<file path="src/rtl/fetch_ctrl.sv">
// Instruction-fetch controller: owns the PC, issues variable-latency imem requests and
// feeds decode through an IF/ID register with a one-entry skid. Define FETCH_TRACE_EN for a fetch/flush trace.
module fetch_ctrl #(
  parameter logic [31:0] RESET_PC  = 32'h0000_0000,
  parameter logic [31:0] NOP_INSTR = 32'h0000_0013
) (
  input  logic        i_clk,
  input  logic        i_reset,
  input  logic [31:0] i_next_pc,
  input  logic        i_b_taken,
  output logic [31:0] o_pc,
  output logic        o_imem_req,
  output logic [31:0] o_imem_addr,
  input  logic        i_imem_ack,
  input  logic [31:0] i_imem_rdata,
  output logic        o_id_valid,
  output logic [31:0] o_id_instr,
  output logic [31:0] o_id_pc,
  input  logic        i_id_ready
);

  typedef enum logic [1:0] {
    ST_FETCH = 2'd0,
    ST_HOLD  = 2'd1,
    ST_KILL  = 2'd2
  } state_e;

  state_e      state_q, state_d;
  logic [31:0] pc_q, pc_d;
  logic [31:0] kill_addr_q, kill_addr_d;
  logic        id_valid_q, id_valid_d;
  logic [31:0] id_instr_q, id_instr_d;
  logic [31:0] id_pc_q, id_pc_d;
  logic [31:0] skid_instr_q, skid_instr_d;
  logic [31:0] skid_pc_q, skid_pc_d;
  logic        accept;

  // Next-state and datapath selection; flush wins over every handshake.
  always_comb begin
    state_d      = state_q;
    pc_d         = pc_q;
    kill_addr_d  = kill_addr_q;
    id_valid_d   = id_valid_q;
    id_instr_d   = id_instr_q;
    id_pc_d      = id_pc_q;
    skid_instr_d = skid_instr_q;
    skid_pc_d    = skid_pc_q;
    accept       = id_valid_q & i_id_ready;

    if (i_b_taken) begin
      pc_d       = i_next_pc;
      id_valid_d = 1'b0;
      id_instr_d = NOP_INSTR;
      case (state_q)
        ST_FETCH: begin
          if (i_imem_ack) begin
            state_d = ST_FETCH;
          end else begin
            kill_addr_d = pc_q;
            state_d     = ST_KILL;
          end
        end
        ST_HOLD: state_d = ST_FETCH;
        ST_KILL: begin
          // A second flush keeps waiting for the original killed ack.
          if (i_imem_ack) begin
            state_d = ST_FETCH;
          end else begin
            state_d = ST_KILL;
          end
        end
        default: state_d = ST_FETCH;
      endcase
    end else begin
      case (state_q)
        ST_FETCH: begin
          if (i_imem_ack) begin
            pc_d = i_next_pc;
            if (!id_valid_q || i_id_ready) begin
              id_valid_d = 1'b1;
              id_instr_d = i_imem_rdata;
              id_pc_d    = pc_q;
            end else begin
              skid_instr_d = i_imem_rdata;
              skid_pc_d    = pc_q;
              state_d      = ST_HOLD;
            end
          end else if (accept) begin
            id_valid_d = 1'b0;
            id_instr_d = NOP_INSTR;
          end else begin
            state_d = ST_FETCH;
          end
        end
        ST_HOLD: begin
          // Output is always occupied here, so a ready cycle is a straight swap.
          if (i_id_ready) begin
            id_valid_d = 1'b1;
            id_instr_d = skid_instr_q;
            id_pc_d    = skid_pc_q;
            state_d    = ST_FETCH;
          end else begin
            state_d = ST_HOLD;
          end
        end
        ST_KILL: begin
          if (i_imem_ack) begin
            state_d = ST_FETCH;
          end else begin
            state_d = ST_KILL;
          end
          if (accept) begin
            id_valid_d = 1'b0;
            id_instr_d = NOP_INSTR;
          end else begin
            id_valid_d = id_valid_q;
          end
        end
        default: state_d = ST_FETCH;
      endcase
    end
  end

  // State and pipeline registers with synchronous reset.
  always_ff @(posedge i_clk) begin
    if (i_reset) begin
      state_q      <= ST_FETCH;
      pc_q         <= RESET_PC;
      kill_addr_q  <= 32'h0000_0000;
      id_valid_q   <= 1'b0;
      id_instr_q   <= NOP_INSTR;
      id_pc_q      <= 32'h0000_0000;
      skid_instr_q <= 32'h0000_0000;
      skid_pc_q    <= 32'h0000_0000;
    end else begin
      state_q      <= state_d;
      pc_q         <= pc_d;
      kill_addr_q  <= kill_addr_d;
      id_valid_q   <= id_valid_d;
      id_instr_q   <= id_instr_d;
      id_pc_q      <= id_pc_d;
      skid_instr_q <= skid_instr_d;
      skid_pc_q    <= skid_pc_d;
    end
  end

  assign o_imem_req  = !i_reset && (state_q != ST_HOLD);
  assign o_imem_addr = (state_q == ST_KILL) ? kill_addr_q : pc_q;
  assign o_pc        = pc_q;
  assign o_id_valid  = id_valid_q;
  assign o_id_instr  = id_instr_q;
  assign o_id_pc     = id_pc_q;

`ifdef FETCH_TRACE_EN
  // Simulation trace of output-register loads and flushes.
  always_ff @(posedge i_clk) begin
    if (!i_reset && !i_b_taken &&
        ((state_q == ST_FETCH && i_imem_ack && (!id_valid_q || i_id_ready)) ||
         (state_q == ST_HOLD && i_id_ready))) begin
      $display("fetch pc=%0h instr=%0h", id_pc_d, id_instr_d);
    end
    if (!i_reset && i_b_taken) begin
      $display("fetch flush target=%0h", i_next_pc);
    end
  end
`else
`endif

endmodule

</file>
<file path="config.mk">
export PLATFORM = sky130hd
export DESIGN_NAME = fetch_ctrl
export DESIGN_NICKNAME = d
export VERILOG_FILES = /design/src/rtl/fetch_ctrl.sv
export SDC_FILE = /design/constraint.sdc
export NUM_CORES = 1
export LEC_CHECK = 0
export BUFFER_PORTS_ARGS = -buffer_cell sky130_fd_sc_hd__buf_2
export CAP_MARGIN = 20
export CORE_MARGIN = 8
export CORE_UTILIZATION = 45
export CTS_CLUSTER_DIAMETER = 150
export DETAILED_ROUTE_END_ITERATION = 12
export MAX_ROUTING_LAYER = met4
export PLACE_DENSITY = 0.78
export SETUP_SLACK_MARGIN = 0.05
export SYNTH_ARGS = -nofsm -noshare
export SYNTH_HDL_FRONTEND = slang
export SYNTH_SLANG_ARGS = --single-unit
</file>
<file path="constraint.sdc">
create_clock -name i_clk -period 2.5 [get_ports i_clk]
set_clock_uncertainty 0.05 [all_clocks]
set_input_delay 0.25 -clock i_clk [delete_from_list [all_inputs] [get_ports i_clk]]
set_output_delay 0.25 -clock i_clk [all_outputs]
set_load 0.005 [all_outputs]
</file>
==> impl_metrics.csv, run 1 <==
group,metric,value,unit
routing,drc,0,
pwr,netSwitchingPower,1.86,mW
clock_network,cts-root-buf,"clkbuf_16",
clock_network,cts_max_level,4,
floorplanning,start_util,45.7,%
setup_path,crit_slowest_cell,"mux2_2",
floorplanning,die_area,22800,sq um
clock_network,clockBufferDepth,2,
floorplanning,io_pins,199,
sta,rsz0062_at_grt,"no",
hold_path,hold_class,"in -> reg",
placed_design,gp_routability_congestion,0.792,
clock_network,cts_sinks,195,
finish,fin_nets,1269,
pwr,clockPowerShare,38.8,%
sta,setup_viol,0,
sta,slew_violations,0,
floorplanning,die_width,151,um
placed_design,hpwlAfterDp,15400,um
pwr,leakage,3.95,nW
pwr,p_int,5.05,mW
synth,avgSynthCellArea,7.91,sq um
pwr,power_density,690,nW/um^2
setup_path,worst_path_dominant_cell_family,"buffers and inverters",
routing,drt_first_pass_iters,5,
sta,hold_viol_final,0,
placed_design,io_buffers,198,
status,status,"complete, no violations",
grt,grt_antenna_before_repair,0,
synth,netlist_area,8220,sq um
routing,routed_wl,22800,um
grt,grt_first_pass_wirelength,36300,um
sta,fmax,435,MHz
pwr,ir_worst_vdd,0.511,mV
synth,yosysWarnings,0,
sta,worst_pin_slew,0.679,ns
synth,synth_seq_cells,195,
synth,synth_cell_type_count,36,
setup_path,worst_ep_arrival_time,2.00,ns
finish,syn_to_final_growth,21.7,%
setup_path,start_kind,"register",
sta,fin_crit,2.30,ns
routing,via_count,7562,
synth,syn_inst,1039,
sta,post-route-period-util,91.9,%
sta,slew_headroom,54.7,%
floorplanning,core_area,18000,sq um
setup_path,crit_fanout,18,
routing,antenna_left,0,
grt,first_global_vias,7168,
clock_network,path_clk_slew,0.07,ns
setup_path,criticalPathCategory,"reg -> out",
pwr,total_power,6.91,mW
finish,num_antenna_cells,0,
clock_network,cts.repair.resized,0,
routing,drtIter0Drc,482,
clock_network,insertion_delay,0.42,ns
clock_network,cts_made_buffers,17,
routing,wl_per_cell,15.9,um
clock_network,cts_setup_buffers,0,
synth,yosysSeqAreaShare,47.5,%
clock_network,cts_hold_buf,3,
synth,synth_fp_nets,1114,
pwr,pwr-share-comb,12.7,%
grt,grt_overflow,0,
setup_path,crit_cells,5,
pwr,sw_frac_of_total,26.9,%
finish,layout-drive-gt1-share,25.7,%
routing,vias_per_cell,5.27,
floorplanning,fp-row-count,49,
setup_path,crit_chain,"inv_1 -> ha_2 -> buf_4 -> mux2_2 -> buf_2",
setup_path,slowest_delay,0.39,ns
floorplanning,die_h,151,um
setup_path,crit_buf_inv,3,
hold_path,holdPathStages,3,
sta,tns,0,ns
placed_design,post-place-ws,0.319,ns
pwr,power_frac_seq,48.5,%
flow_run,timing.max_cap.violations,0,
clock_network,cts_tree,"done",
setup_path,r2r_cells,6,
finish,postLayoutCoreUtil,55.7,%
grt,grt_max_degree,92,
setup_path,critPathRequiredTime,2.20,ns
setup_path,endpoint_kind,"primary output",
grt,track_usage,20.4,%
sta,timing.final.ws_setup,0.202,ns
==> cell families (layout without fill, tap and decap cells) <==
| group | Yosys count | in the layout | share of synthesized area, % |
|---|---|---|---|
| buffers and inverters | 92 | 260 | 4.89 |
| AND/OR/NAND/NOR | 445 | 445 | 21.9 |
| adder cells (fa/ha/maj) | 6 | 6 | 0.913 |
| multiplexers | 66 | 66 | 8.53 |
| AO/OA/AOI/OAI | 235 | 235 | 16.3 |
| flip-flops | 195 | 195 | 47.5 |
==> registers in the layout, indices dropped and copies added, names as in the netlist <==
name          cells
o_id_valid        1
kill_addr_q      32
state_q           2
skid_pc_q        32
o_id_instr       32
skid_instr_q     32
o_id_pc          32
o_pc             32
==> power groups by stage <==
stage | combinational, mW | clock [mW] | sequential (mW)
2_1_floorplan | 0.510 | 0 | 3.40
3_3_place_gp | 0.867 | 0 | 3.41
3_5_place_dp | 0.880 | 0 | 3.42
4_1_cts | 0.888 | 2.74 | 3.35
5_1_grt | 0.970 | 2.86 | 3.37
6_report | 0.878 | 2.68 | 3.35
==> worst reg2reg max path, stage by stage (launching register included) <==
cell and delay (ns):
dfxtp_1 0.43, inv_1 0.14, ha_2 0.38, buf_4 0.37
o21ai_0 0.26, nor4_1 0.29, nor3_1 0.12
==> cell usage after synthesis <==
cell type | count | share of area [%]
nand2b_1 | 2 | 0.15
a21oi_1 | 132 | 8.0
nor3_2 | 1 | 0.12
o221a_2 | 1 | 0.14
a211oi_1 | 32 | 2.9
a2111o_1 | 1 | 0.14
and2b_4 | 1 | 0.12
or2_2 | 2 | 0.15
nor2_1 | 36 | 1.6
mux2i_1 | 34 | 4.1
nor3_1 | 9 | 0.55
ha_1 | 6 | 0.91
buf_6 | 1 | 0.14
o21bai_1 | 1 | 0.091
clkbuf_2 | 2 | 0.12
inv_1 | 3 | 0.14
nor2b_1 | 1 | 0.076
nor3b_1 | 1 | 0.091
mux2_2 | 32 | 4.4
nand3_1 | 61 | 3.7
o22ai_1 | 1 | 0.076
o31ai_1 | 1 | 0.091
clkbuf_1 | 54 | 2.5
dfxtp_1 | 195 | 48
o21ai_2 | 10 | 1.1
nand2_1 | 326 | 15
buf_1 | 7 | 0.32
o2111a_1 | 1 | 0.14
a311o_1 | 1 | 0.12
buf_2 | 24 | 1.5
a21oi_2 | 1 | 0.11
a311oi_2 | 1 | 0.18
nor4_1 | 3 | 0.23
buf_12 | 1 | 0.24
o21ai_0 | 52 | 3.2
or3_1 | 2 | 0.15
==> metal layers <==
metal	wire length, um	GRT usage [%]	share of wire [%]
met5	0	-	0
met4	376	7.08	1.6
met3	1090	3.41	4.8
met2	11300	33.1	49
met1	10100	25.3	44
==> cell type report <==
class / count / area, sq um
Tap cell: 229 / 287
Clock buffer: 20 / 457
Timing Repair Buffer: 225 / 1250
Clock inverter: 12 / 119
Sequential cell: 195 / 3900
Multi-Input combinational cell: 752 / 3970
Fill cell: 1712 / 7960
Inverter: 3 / 11.3
==> path summary, 6_finish.rpt <==
check,slack [ns],from,end
min,0.02,i_next_pc[11],o_pc[11]$_SDFFE_PP0P_
max reg2reg,0.33,state_q[0]$_SDFFE_PP0P_,o_id_instr[1]$_SDFFE_PP1P_
max,0.20,state_q[0]$_SDFFE_PP0P_,o_imem_addr[4]
min reg2reg,0.40,kill_addr_q[12]$_SDFFE_PP0P_,kill_addr_q[12]$_SDFFE_PP0P_
==> placed cells by master, fill, tap and decap left out, drive strengths merged, types with 2 or more instances in the layout <==
master,n
nand2,326
buf,222
dfxtp,195
a21oi,133
o21ai,62
nand3,61
nor2,36
mux2i,34
mux2,32
a211oi,32
clkbuf,20
nor3,10
inv,9
ha,6
nor4,3
dlygate4sd3,3
clkinv,3
or2,2
nand2b,2
clkinvlp,2
or3,2
==> stage by stage <==
stage	cell area [sq um]	instances	hold slack (ns)
floorplan	8220	1039	0.336
global placement	9400	1401	0.388
detailed placement	9400	1401	0.395
CTS	10000	1436	0.000504
global route	10000	1436	0.000915
finish	10000	1436	0.0178
No activity file was read; power rests on OpenSTA's default activity.
==> run 2, diff against run 1 <==
CELL_PAD_IN_SITES_DETAIL_PLACEMENT = 1   (was not set)
CELL_PAD_IN_SITES_GLOBAL_PLACEMENT = 1   (was not set)
CORE_UTILIZATION = 39   (was 45)
GPL_TIMING_DRIVEN = 0   (was not set)
PLACE_DENSITY = 0.89   (was 0.78)
==> run 2 against run 1 <==
Worst hold slack worse by 0.012 ns. Die area increased by 14%. Clock power grew 2%. Register-to-register slack got worse by 0.14 ns. Sequential power barely moved. Maximum frequency fell by 2.3%. Via count grew 8.5%. Cell count up 8.2%. Sequential cell count unchanged. Critical path depth stayed put. Worst setup slack lost 0.054 ns. Wire length rose by 29%. Critical endpoint is now o_imem_addr[7]. Largest power group unchanged.
==> impl_metrics.csv, run 2 (same netlist as run 1, synthesis figures left out) <==
group,metric,value,unit
status,status,"complete, no violations",
setup_path,crit_slowest_cell,"mux2_2",
setup_path,worst_ep_arrival_time,2.05,ns
setup_path,crit_chain,"inv_1 -> ha_2 -> clkbuf_4 -> mux2_2 -> buf_2",
placed_design,io_buffers,196,
grt,grt_antenna_before_repair,2,
sta,tns,0,ns
setup_path,crit_cells,5,
hold_path,worstHoldStart,"i_next_pc[20]",
clock_network,cts-root-buf,"clkbuf_16",
floorplanning,die_area,26000,sq um
setup_path,slowest_delay,0.39,ns
grt,grt_max_degree,20,
setup_path,timing.rr.end,"kill_addr_q[5]$_SDFFE_PP0P_",
hold_path,min_to,"o_pc[20]$_SDFFE_PP0P_",
routing,drc,0,
grt,track_usage,23.0,%
setup_path,ff2ff_setup_slack,0.19,ns
finish,layout_commonest_cell,"nand2_1",
setup_path,crit_fanout,10,
setup_path,critPathRequiredTime,2.20,ns
setup_path,start_kind,"register",
sta,setup_viol,0,
floorplanning,start_util,39.5,%
setup_path,crit_buf_inv,3,
setup_path,criticalPathCategory,"reg -> out",
sta,fin_crit,2.35,ns
finish,layout-drive-gt1-share,24.1,%
finish,mostFrequentLayoutCells,"nand2_1, buf_2, dfxtp_1, a21oi_1, nand3_1",
hold_path,hold_class,"in -> reg",
placed_design,hpwlAfterDp,21200,um
pwr,power_density,687,nW/um^2
routing,drtIter0Drc,444,
finish,multi_input_area,3930,sq um
pwr,ir_worst_vdd,0.424,mV
pwr,leakage,4.06,nW
finish,fin_nets,1340,
routing,vias_per_cell,5.28,
grt,first_global_vias,8723,
clock_network,cts_tree,"done",
routing,routed_wl,29600,um
sta,hold_viol_final,0,
clock_network,insertion_delay,0.44,ns
floorplanning,core_area,20800,sq um
setup_path,r2r_cells,7,
clock_network,path_clk_slew,0.08,ns
routing,antenna_left,0,
routing,via_count,8206,
finish,seqCellArea,3900,sq um
sta,rsz0062_at_grt,"no",
clock_network,cts_made_buffers,17,
sta,slew_headroom,45.3,%
setup_path,critPathLaunch,"state_q[0]$_SDFFE_PP0P_",
flow_run,timing.max_cap.violations,0,
grt,grt_first_pass_wirelength,46800,um
sta,fmax,425,MHz
finish,syn_to_final_growth,24.9,%
floorplanning,io_pins,199,
setup_path,endpoint_kind,"primary output",
sta,fin_hold_ws,0.00545,ns
clock_network,cts_setup_buffers,0,
floorplanning,fp-row-count,53,
sta,slew_violations,0,
finish,final_cells,1554,
floorplanning,die_width,161,um
finish,postLayoutCoreUtil,49.3,%
placed_design,place_inst,1510,
routing,drt_first_pass_iters,4,
routing,wl_per_cell,19.0,um
setup_path,worst_path_dominant_cell_family,"buffers and inverters",
placed_design,gp_routability_congestion,0.825,
floorplanning,die_h,161,um
clock_network,clockBufferDepth,2,
grt,grt_overflow,0,
sta,post-route-period-util,94.1,%
clock_network,cts_sinks,195,
hold_path,holdPathStages,3,
setup_path,timing.rr.start,"state_q[0]$_SDFFE_PP0P_",
finish,num-fill-cells,2645,
sta,worst_pin_slew,0.821,ns
clock_network,cts_max_level,4,
run 2: changes by cell type in the layout (fill, tap and decap cells not counted), moves of 3 or more:
cell and change:
buf_12 -3, dlygate4sd3_1 +10, clkbuf_1 +49, buf_2 +23, clkbuf_2 +3, buf_1 +6, buf_4 -20
run 2: where the power goes:
part           internal, mW  total (mW)  switching (mW)
Sequential             3.24        3.36           0.120
Combinational         0.376       0.966           0.590
Clock                  1.41        2.73            1.32
run 2: per-stage QoR:
step           area, sq um  total power [mW]  setup slack, ns
3_3_place_gp          9540              4.33            0.202
5_1_grt              10300              7.32           0.0632
6_report             10300              7.05            0.148
3_5_place_dp          9540              4.36            0.147
2_1_floorplan         8220              3.91            0.590
4_1_cts              10200              7.08            0.128
run 2: repair_timing:
| action | in CTS | in global routing |
|---|---|---|
| endpoints found under the setup margin | 31 | 10 |
| hold buffers | 13 | 0 |
| hold endpoints to repair | 13 | 0 |
| gates resized for setup | 6 | 5 |
run 2: layout make-up:
type / instances / area share (%)
repair buffers: 209 / 10.8
plain buffers: 87 / 3.85
multi-input cells: 752 / 38.2
inverters: 3 / 0.110
diodes: 2 / 0.0488
clock buffers: 18 / 4.18
clock inverters: 13 / 1.37
well taps: 275 / 3.35
flip-flops and latches: 195 / 38.0
run 2: worst max path at each step:
stage               slack, ns                            to
floorplan                0.59   o_id_instr[21]$_SDFFE_PP0P_
global placement         0.20               o_imem_addr[12]
detailed placement       0.15               o_imem_addr[29]
CTS                      0.13                o_imem_addr[2]
global route             0.06  kill_addr_q[28]$_SDFFE_PP0P_
finish                   0.15                o_imem_addr[7]
run 2: routing by layer:
metal / up-vias / routed length, um / share of wire (%) / track usage [%]
li1: 3948 / - / - / -
met1: 3993 / 12400 / 42 / 25.7
met2: 197 / 14800 / 50 / 39.3
met3: 68 / 1250 / 4.2 / 4.56
met4: 0 / 1050 / 3.6 / 10.4
met5: - / 0 / 0 / -
run 2: worst reg2reg max path, cell delays in order, from the launching register on:
cell and delay (ns):
dfxtp_1 0.35, inv_1 0.16, ha_1 0.35, nand2_1 0.11, nor2_1 0.45, clkbuf_1 0.46, nand2_1 0.13, a21oi_1 0.19
==> run 3, diff against run 2 <==
RECOVER_POWER = 100   (was not set)
clock period = 2.45 ns   (was 2.5 ns; I/O delays follow)
==> run 3 against run 2 <==
Sequential share of layout area is 0.13 points higher. Cell count grew 0.71%. Critical path type unchanged. Via count is 0.41% higher. Power grew 1.5%. Register-to-register slack got worse by 0.07 ns. Largest cell class unchanged. Combinational power is 1% lower. Critical path depth unchanged. Global-route usage barely moved.
==> impl_metrics.csv, run 3 (same netlist as run 1, synthesis figures left out) <==
group,metric,value,unit
status,status,"complete, no violations",
placed_design,hpwlAfterDp,21200,um
clock_network,cts_sinks,195,
finish,num-fill-cells,2686,
clock_network,cts_setup_buffers,0,
pwr,ir_worst_vdd,0.428,mV
floorplanning,die_area,26000,sq um
setup_path,start_kind,"register",
routing,drtIter0Drc,411,
floorplanning,start_util,39.5,%
clock_network,cts_max_level,4,
sta,fmax,429,MHz
setup_path,worst_ep_arrival_time,2.04,ns
setup_path,crit_fanout,10,
grt,grt_overflow,0,
clock_network,path_clk_slew,0.08,ns
routing,routed_wl,29300,um
clock_network,cts-root-buf,"clkbuf_16",
setup_path,criticalPathCategory,"reg -> out",
sta,worst_pin_slew,0.890,ns
setup_path,critPathRequiredTime,2.15,ns
finish,fin_nets,1350,
clock_network,cts_made_buffers,17,
routing,drt_first_pass_iters,4,
floorplanning,die_width,161,um
floorplanning,core_area,20800,sq um
hold_path,hold_class,"in -> reg",
clock_network,insertion_delay,0.44,ns
floorplanning,die_h,161,um
floorplanning,fp-row-count,53,
sta,fin_crit,2.33,ns
sta,rsz0062_at_grt,"yes",
floorplanning,io_pins,199,
routing,wl_per_cell,18.7,um
finish,mostFrequentLayoutCells,"nand2_1, dfxtp_1, clkbuf_1, a21oi_1, buf_2",
grt,first_global_vias,8775,
finish,syn_to_final_growth,24.5,%
routing,vias_per_cell,5.27,
sta,hold_viol_final,0,
routing,via_count,8240,
sta,slew_violations,0,
sta,setup_viol,0,
sta,slew_headroom,40.3,%
pwr,leakage,3.70,nW
grt,grt_antenna_before_repair,3,
setup_path,endpoint_kind,"primary output",
flow_run,timing.max_cap.violations,0,
grt,track_usage,23.0,%
routing,drc,0,
sta,timing.final.ws_setup,0.118,ns
placed_design,io_buffers,196,
clock_network,cts_tree,"done",
pwr,power_density,700,nW/um^2
placed_design,post-place-ws,0.102,ns
routing,antenna_left,0,
finish,layout-drive-gt1-share,15.6,%
sta,tns,0,ns
placed_design,gp_routability_congestion,0.825,
grt,grt_max_degree,20,
grt,grt_first_pass_wirelength,46800,um
clock_network,clockBufferDepth,2,
pwr,total_power,7.16,mW
finish,layout_commonest_cell,"nand2_1",
sta,post-route-period-util,95.2,%
[run 3: timing repair]
item / 4_1_cts / 5_1_grt
endpoints found under the setup margin: 31 / 28
hold buffers: 23 / 0
gates resized for setup: 6 / 9
pin swaps: 0 / 0
endpoints found under the hold margin: 23 / 0
cloned: 0 / 0
[run 3: final cells by class]
| type | instances | area (sq um) | share of cell area, % |
|---|---|---|---|
| Multi-Input combinational cell | 752 | 3930 | 38.4 |
| Sequential cell | 195 | 3900 | 38.2 |
| Timing Repair Buffer | 219 | 1080 | 10.6 |
| Clock buffer | 18 | 429 | 4.19 |
| Buffer | 87 | 384 | 3.75 |
| Tap cell | 275 | 344 | 3.36 |
| Clock inverter | 13 | 140 | 1.37 |
| Inverter | 3 | 11.3 | 0.110 |
| Antenna cell | 3 | 7.51 | 0.0734 |
[run 3: worst paths after layout]
check,startpoint,to,slack (ns),cells past startpoint
max,state_q[0]$_SDFFE_PP0P_,o_imem_addr[6],0.12,5
min,i_imem_rdata[9],skid_instr_q[9]$_SDFFE_PP0P_,0.01,3
max reg2reg,state_q[0]$_SDFFE_PP0P_,kill_addr_q[12]$_SDFFE_PP0P_,0.12,7
min reg2reg,kill_addr_q[0]$_SDFFE_PP0P_,kill_addr_q[0]$_SDFFE_PP0P_,0.41,2
[run 3: per-layer routing]
layer | GRT usage (%) | vias up | routed length [um]
met1 | 25.4 | 3971 | 11900
met3 | 4.86 | 71 | 1440
met4 | 10.5 | 0 | 1090
li1 | - | 3984 | -
met2 | 39.4 | 214 | 14800
met5 | - | - | 0
[run 3: metrics by stage]
step | instances | utilization (%) | hold slack [ns] | area (sq um)
after floorplan | 1039 | - | 0.331 | 8220
after global placement | 1510 | 45.8 | 0.389 | 9540
after detailed placement | 1510 | 45.8 | 0.397 | 9540
after CTS | 1562 | 49.7 | 0.00111 | 10300
after global routing | 1565 | 49.1 | 0.00573 | 10200
final | 1565 | 49.1 | 0.0114 | 10200
[run 3: critical path, stage by stage (launching register included)]
cell      delay [ns]
dfxtp_1         0.34
inv_1           0.16
ha_2            0.30
clkbuf_4        0.26
mux2_1          0.39
buf_2           0.15
[run 3: power by group]
part           leakage (nW)  total, mW  switching, mW  internal [mW]
registers              1.59       3.42          0.122           3.30
clock network         0.274       2.78           1.34           1.44
logic                  1.84      0.956          0.600          0.356
total                  3.70       7.16           2.07           5.09
